<file path="src/rtl/core_pkg.sv">
// core_pkg: shared types and constants for the pipeline control blocks
package core_pkg;
   typedef enum logic [1:0] {RUN, REDIRECT, MEM_WAIT} hz_state_t;
   localparam int REG_IDX_W = 5;
   localparam logic [REG_IDX_W-1:0] X0 = 5'd0;
endpackage

</file>
<file path="src/rtl/sat_counter.sv">
// sat_counter: event counter that sticks at all-ones instead of wrapping
module sat_counter #(
   parameter int W = 32
) (
   input  logic         i_clk,
   input  logic         i_rst,
   input  logic         i_inc,
   output logic [W-1:0] o_cnt
);
   logic [W-1:0] r_cnt;
   always_ff @(posedge i_clk)
      r_cnt <= i_rst ? '0 : (i_inc && !(&r_cnt)) ? r_cnt + 1'b1 : r_cnt;
   assign o_cnt = r_cnt;
endmodule

</file>
<file path="src/rtl/hazard_flush_ctrl.sv">
// hazard_flush_ctrl: load-use stall, taken-branch flush and memory-wait freeze
// control for the 5-stage pipeline, with saturating stall/flush counters.
module hazard_flush_ctrl
   import core_pkg::*;
#(
   parameter int CNT_W = 32
) (
   input  logic                 clk,
   input  logic                 reset,
   input  logic [REG_IDX_W-1:0] id_rs1,
   input  logic [REG_IDX_W-1:0] id_rs2,
   input  logic                 id_uses_rs2,
   input  logic [REG_IDX_W-1:0] ex_rd,
   input  logic                 ex_MemRead,
   input  logic                 mem_branch_taken,
   input  logic                 mem_busy,
   output logic                 PC_write,
   output logic                 IF_ID_write,
   output logic                 IF_ID_flush,
   output logic                 ID_EX_flush,
   output logic                 EX_MEM_flush,
   output logic                 pipe_hold,
   output logic [CNT_W-1:0]     stall_cnt,
   output logic [CNT_W-1:0]     flush_cnt
);
   hz_state_t r_state, w_next;
   logic w_lu, w_freeze, w_br;
   always_comb begin
      w_lu = ex_MemRead && ex_rd != X0 && (ex_rd == id_rs1 || (id_uses_rs2 && ex_rd == id_rs2));
      // MEM_WAIT with busy low falls through to the RUN decode below
      w_freeze = (r_state == MEM_WAIT && mem_busy) || (r_state == RUN && !mem_branch_taken && mem_busy);
      w_next = RUN;
      w_br = 1'b0;
      PC_write = 1'b1;
      IF_ID_write = 1'b1;
      IF_ID_flush = 1'b0;
      ID_EX_flush = 1'b0;
      EX_MEM_flush = 1'b0;
      pipe_hold = 1'b0;
      if (reset) begin
         PC_write = 1'b0;
         IF_ID_write = 1'b0;
         IF_ID_flush = 1'b1;
         ID_EX_flush = 1'b1;
         EX_MEM_flush = 1'b1;
      end else if (r_state == REDIRECT) begin
         IF_ID_flush = 1'b1;
      end else if (w_freeze) begin
         PC_write = 1'b0;
         IF_ID_write = 1'b0;
         pipe_hold = 1'b1;
         w_next = MEM_WAIT;
      end else if (mem_branch_taken) begin
         IF_ID_flush = 1'b1;
         ID_EX_flush = 1'b1;
         EX_MEM_flush = 1'b1;
         w_br = 1'b1;
         w_next = REDIRECT;
      end else if (w_lu) begin
         PC_write = 1'b0;
         IF_ID_write = 1'b0;
         ID_EX_flush = 1'b1;
      end
   end
   always_ff @(posedge clk)
      r_state <= reset ? RUN : w_next;
   sat_counter #(.W(CNT_W)) u_stall_cnt (
      .i_clk(clk),
      .i_rst(reset),
      .i_inc(!PC_write && !reset),
      .o_cnt(stall_cnt)
   );
   sat_counter #(.W(CNT_W)) u_flush_cnt (
      .i_clk(clk),
      .i_rst(reset),
      .i_inc(w_br),
      .o_cnt(flush_cnt)
   );
endmodule

</file>
<file path="config.mk">
export PLATFORM = sky130hd
export DESIGN_NAME = hazard_flush_ctrl
export DESIGN_NICKNAME = d
export VERILOG_FILES = /design/src/rtl/core_pkg.sv /design/src/rtl/sat_counter.sv /design/src/rtl/hazard_flush_ctrl.sv
export SDC_FILE = /design/constraint.sdc
export NUM_CORES = 1
export LEC_CHECK = 0
export CAP_MARGIN = 20
export CORE_UTILIZATION = 53
export DETAILED_ROUTE_END_ITERATION = 10
export GPL_TIMING_DRIVEN = 0
export PLACE_DENSITY = 0.86
export SETUP_SLACK_MARGIN = 0.02
export SYNTH_ARGS = -nofsm -noshare
export SYNTH_HDL_FRONTEND = slang
export SYNTH_SLANG_ARGS = --single-unit
</file>
<file path="constraint.sdc">
create_clock -name clk -period 3.9 [get_ports clk]
set_input_delay 0.975 -clock clk [delete_from_list [all_inputs] [get_ports clk]]
set_output_delay 0.975 -clock clk [all_outputs]
set_load 0.005 [all_outputs]
</file>
# After elaboration in Yosys (flattened, before gate mapping)
# Index checks and enable logic that the tools add are counted.
# word_totals
regBits,66
input_bits,21
out_inout_bits,70
# classes
n_addsub,2
eq_ne,4
muxes,22
reduce_logical,22
# ops
cell,n
"adder 32 x 1 -> 32 bit, second input constant",2
AND reduction 32 bit,2
two-way mux 1 bit,21
== test 5 bit,2
logical AND 1 bit,9
zero test 1 bit,5
nonzero test 5 bit,1
OR reduction 3 bit,1
"== test 2 x 1 -> 1 bit, second input constant",1
"== test 2 bit, second input constant",1
zero test 2 bit,1
logical OR 1 bit,2
two-way mux 2 bit,1
OR reduction 2 bit,1

# Logic depth before layout (Yosys ltp)
# logic_depth
depth_word,12
ltp_mapped,9
mapped_depth_nobuf,7

# Hierarchy
# Synthesis repeated with hierarchy kept, for this count alone.
# unflattened
cells_unflattened,423
area_unflattened_um2,3757.4
# by_module_without_submodules
mod,instances,cells_per_inst,area_each_um2,seq_area_each_um2
sat_counter,2,191,1721.7,640.6
hazard_flush_ctrl,1,41,314.1,40.0

# Least setup slack after synthesis
# No wires, ideal clock.
# synth_timing
path_kind,input port to output port
startpoint,input ex_rd[1]
endpoint,output PC_write
t_arrival_ps,2311
t_required_ps,2925
path_slack_ps,614
cell_stages,6
n_path_buf,1
cell_sequence,or4_1 > o21a_1 > nand2_1 > o22ai_1 > a211oi_1 > buf_4
# synth_via
elab_chain_len,9
elab_cells_between_ends,12
cone_classes,eq/ne: 2; mux: 5; reduce/logical: 5
# synth_rtl
element,line,text
start: declaration,hazard_flush_ctrl.sv:13,"input logic [REG_IDX_W-1:0] ex_rd,"
== test 5 bit,hazard_flush_ctrl.sv:29,w_lu = ex_MemRead && ex_rd != X0 && (ex_rd == id_rs1 || (id_uses_rs2 && ex_rd == id_rs2));
logical AND 1 bit,hazard_flush_ctrl.sv:29,
logical OR 1 bit,hazard_flush_ctrl.sv:29,
logical AND 1 bit (*),hazard_flush_ctrl.sv:29,
two-way mux 1 bit (*) (5 in series),--,
end: declaration,hazard_flush_ctrl.sv:17,"output logic PC_write,"
# Mark *: on every way between the ends. The rest lies on a longest branch, timed or not.

# Worst setup path in the final report
# layout_timing
startpoint,input id_rs1[4]
endpoint,output PC_write
# layout_via
elab_chain_len,8
# layout_rtl
element,line,text
start: declaration,hazard_flush_ctrl.sv:10,"input logic [REG_IDX_W-1:0] id_rs1,"
== test 5 bit,hazard_flush_ctrl.sv:29,
logical OR 1 bit,hazard_flush_ctrl.sv:29,
logical AND 1 bit,hazard_flush_ctrl.sv:29,
two-way mux 1 bit,hazard_flush_ctrl.sv:59,end else if (w_lu) begin
two-way mux 1 bit,hazard_flush_ctrl.sv:53,end else if (mem_branch_taken) begin
two-way mux 1 bit,hazard_flush_ctrl.sv:48,end else if (w_freeze) begin
two-way mux 1 bit,hazard_flush_ctrl.sv:46,end else if (r_state == REDIRECT) begin
two-way mux 1 bit,hazard_flush_ctrl.sv:40,if (reset) begin
# Every way passes these cells.

==> summary.md <==
| Metric | Value |
|---|---|
| Initial antenna violation count | `0` |
| Final wirelength | `8975 µm` |
| Top Family by Delay on Critical Path | `buffers and inverters` |
| Synth Area per Inst | `8.124 µm²` |
| Mapped Nets | `445` |
| Leak | `0.001458 µW` |
| Crit path largest cell delay | `0.51 ns` |
| Outcome | `finished clean` |
| Final critical-path required period | `3.790 ns` |
| IO buf count | `89` |
| R2R setup slack | `1.15 ns` |
| # fillers | `462` |
| WP data arrival | `2.82 ns` |
| CP Cell Sequence | `clkdlybuf4s50_1 -> xnor2_2 -> nand3_2 -> o22ai_4 -> nand2_2 -> a211oi_2 -> a211oi_2 -> buf_4 -> dlygate4sd2_1` |
| # rows | `28` |
| Worst-path clk slew | `0.07 ns` |
| Setup Viol. Count Final | `0` |
| Layout Nets | `545` |
| Part of the Yosys area used for sequential elements | `38.54%` |
| Worst hold path class | `reg -> reg` |
| Initial core utilization | `56.24%` |
| Routed wl met3 | `617 µm` |
| Endpoints failing hold | `0` |
| Detail Route met2 WL | `4352 µm` |
| Clock sinks | `66` |
| Root buffer cell | `clkbuf_8` |
| Primary FF master, synth | `dfxtp_1` |
| Cells after synthesis | `422` |
| Area of the multi-input gates | `2022 µm²` |
| Max transition margin | `45.49%` |
| Wire per inst | `14.96 µm` |
| CP bufs+invs | `3` |
| Unique masters post-synth | `46` |
| Slew @ Worst Pin | `0.8102 ns` |
| Post-synth EDFFs | `0` |
| Drt drc | `0` |
| CTS tree | `done` |
| First-pass GRT wire length | `14,470 µm` |
| DR pass1 iterations | `5` |
| Crit. End Element | `primary output` |
| Largest net degree at the start of global routing | `11` |
| Non-Filler Instances | `600` |
| Crit path max-delay cell type | `clkdlybuf4s50_1` |
| Final setup TNS | `0 ns` |
| Area Growth Syn to Fin | `35.04%` |
| Pwr/cell area | `284.9 nW/µm²` |
| Total CTS buffers | `9` |
| Peak VDD IR | `0.2867 mV` |
| Final ANT Viol Nets | `0` |
| Wl on met1 | `3863 µm` |
| Vias | `3,656` |
| Chip height | `82.43 µm` |
| Max Root-Sink Buffers | `2` |
| Critical path type | `in -> out` |
| Max layer used | `met4` |
| Crit Path Max Fanout | `3` |
| Max Slew Vio Count | `0` |
| Period utilization | `97.19%` |
| Placer congestion estimate | `0.8476` |
| Max Freq | `263.8 MHz` |
| H-tree depth | `3` |
| Post-synthesis register bit count | `66` |
| Final Util | `75.94%` |
| CP dominant cell by count | `a211oi_2` |
| All-Layer GR Usage | `27.54%` |
| Iteration-0 DRC Markers | `312` |
| Detail Placement HPWL | `6518 µm` |
| CP required | `2.92 ns` |
| Vias in the first global route | `3,208` |
| Startpoint Class | `input pin` |
| Max Cap Viol | `0` |
| Die ar. | `6794 µm²` |
| Routed vias/inst | `6.093` |
| Ys async rst share | `0%` |
| Core ar. | `6096 µm²` |
| Clock Latency Late Sink | `0.34 ns` |
| CTS Hold Buffers Added | `0` |
| RSZ-0062 raised after global routing | `no` |
| N_diodes | `0` |
| Die X | `82.43 µm` |
| Layout Skew | `0.008512 ns` |
| Share of layout cells above drive strength 1 | `7.429%` |
| Post-CTS Repair Setup Buffers | `0` |
| Grt ovf | `0` |
| FF+latch area | `1321 µm²` |
| I/O pin count | `91` |
| Cells after DPL | `586` |
| Post-Syn Area | `3428 µm²` |
| Warnings, synthesis | `0` |
-- path summary, 6_finish.rpt --
check | from | end | depth (start not counted)
setup / recovery | id_rs1[4] | PC_write | 9
hold reg to reg | u_stall_cnt.o_cnt[27] | u_stall_cnt.o_cnt[27] | 2
hold / removal | u_stall_cnt.o_cnt[27] | u_stall_cnt.o_cnt[27] | 2
setup reg to reg | u_stall_cnt.o_cnt[12] | u_stall_cnt.o_cnt[1] | 8
-- placed cells by master (no fill, tap or decap), drive strengths merged, types with 4 or more instances in the layout --
| cell type | n |
|---|---|
| clkdlybuf4s50 | 82 |
| dfxtp | 66 |
| nor2 | 37 |
| nand2 | 37 |
| xnor2 | 35 |
| a21oi | 34 |
| o21ai | 25 |
| clkbuf | 23 |
| or3 | 22 |
| nor3 | 17 |
| nand4 | 16 |
| nand3 | 16 |
| inv | 13 |
| nor4 | 13 |
| or4 | 11 |
| o31ai | 10 |
| and3 | 6 |
| buf | 5 |
| nand2b | 4 |
| nor4b | 4 |
| a211oi | 4 |
-- per-layer routing --
layer	vias to the layer above	track usage (%)
met4	0	9.298
met1	1727	34.48
met5	-	0
li1	1738	-
met3	22	6.374
met2	169	46.28
-- report_power, final --
part	leakage, µW	switching, µW	internal, µW
Combinational	0.000834	52.2	49.9
Clock	0.0000918	250	285
Sequential	0.000532	4.43	677
Total	0.00146	307	1010
-- layout make-up --
| class | count | share of cell area, % |
|---|---|---|
| flip-flops and latches | 66 | 28.54 |
| plain buffers | 18 | 1.703 |
| repair buffers | 89 | 19.27 |
| well taps | 75 | 2.027 |
| inverters | 13 | 1.054 |
| multi-input cells | 325 | 43.68 |
| clock inverters | 4 | 0.9730 |
| clock buffers | 10 | 2.757 |
-- repair_timing --
action	4_1_cts	5_1_grt
gates resized for setup	16	5
setup endpoints to repair	2	3
pin swaps	3	3
-- metrics by stage --
step	hold WS, ns	power [µW]	setup slack, ns	instance area [µm²]
5_1_grt	0.5352	1366	0.02241	4629
3_5_place_dp	0.4977	792.9	-0.4168	4413
3_3_place_gp	0.4748	791.2	-0.3680	4413
4_1_cts	0.5090	1322	0.03623	4607
2_1_floorplan	0.4804	743.5	0.6141	3428
6_report	0.5064	1319	0.1097	4629
-- cell families (layout without fill, tap and decap cells) --
logic type,after synthesis,count (layout),share of synthesized area (%)
AO/OA/AOI/OAI,86,86,14.82
XOR/XNOR,36,36,9.197
adder cells (fa/ha/maj),2,2,0.7298
buffers and inverters,31,134,3.723
flip-flops,66,66,38.54
multiplexers,3,3,0.9489
AND/OR/NAND/NOR,198,198,32.04
-- worst min-delay path: stages, from the launching register on --
cell	delay, ns
dfxtp_1	0.34
o31ai_1	0.07
a21oi_1	0.05
-- synthesized netlist by cell type (4+ instances only) --
library cell	count	area, µm²
clkbuf_1	13	48.80
nor4b_1	4	35.03
nor4_1	12	75.07
a211oi_1	4	30.03
nand3_1	16	80.08
a21oi_1	34	170.2
nor3_1	17	85.08
o31ai_1	10	75.07
or3_1	22	137.6
o21ai_0	25	125.1
nand2b_1	4	25.02
nand2_1	36	135.1
inv_1	13	48.80
nand4_1	15	93.84
nor2_1	37	138.9
xnor2_1	35	306.5
dfxtp_1	66	1321
and3_1	6	37.54
or4_1	11	82.58
-- sequential cells by signal (all words and copies together) (netlist names) --
name and count:
r_state 2, u_flush_cnt.o_cnt 32, u_stall_cnt.o_cnt 32
No activity file was read; power rests on OpenSTA's default activity.
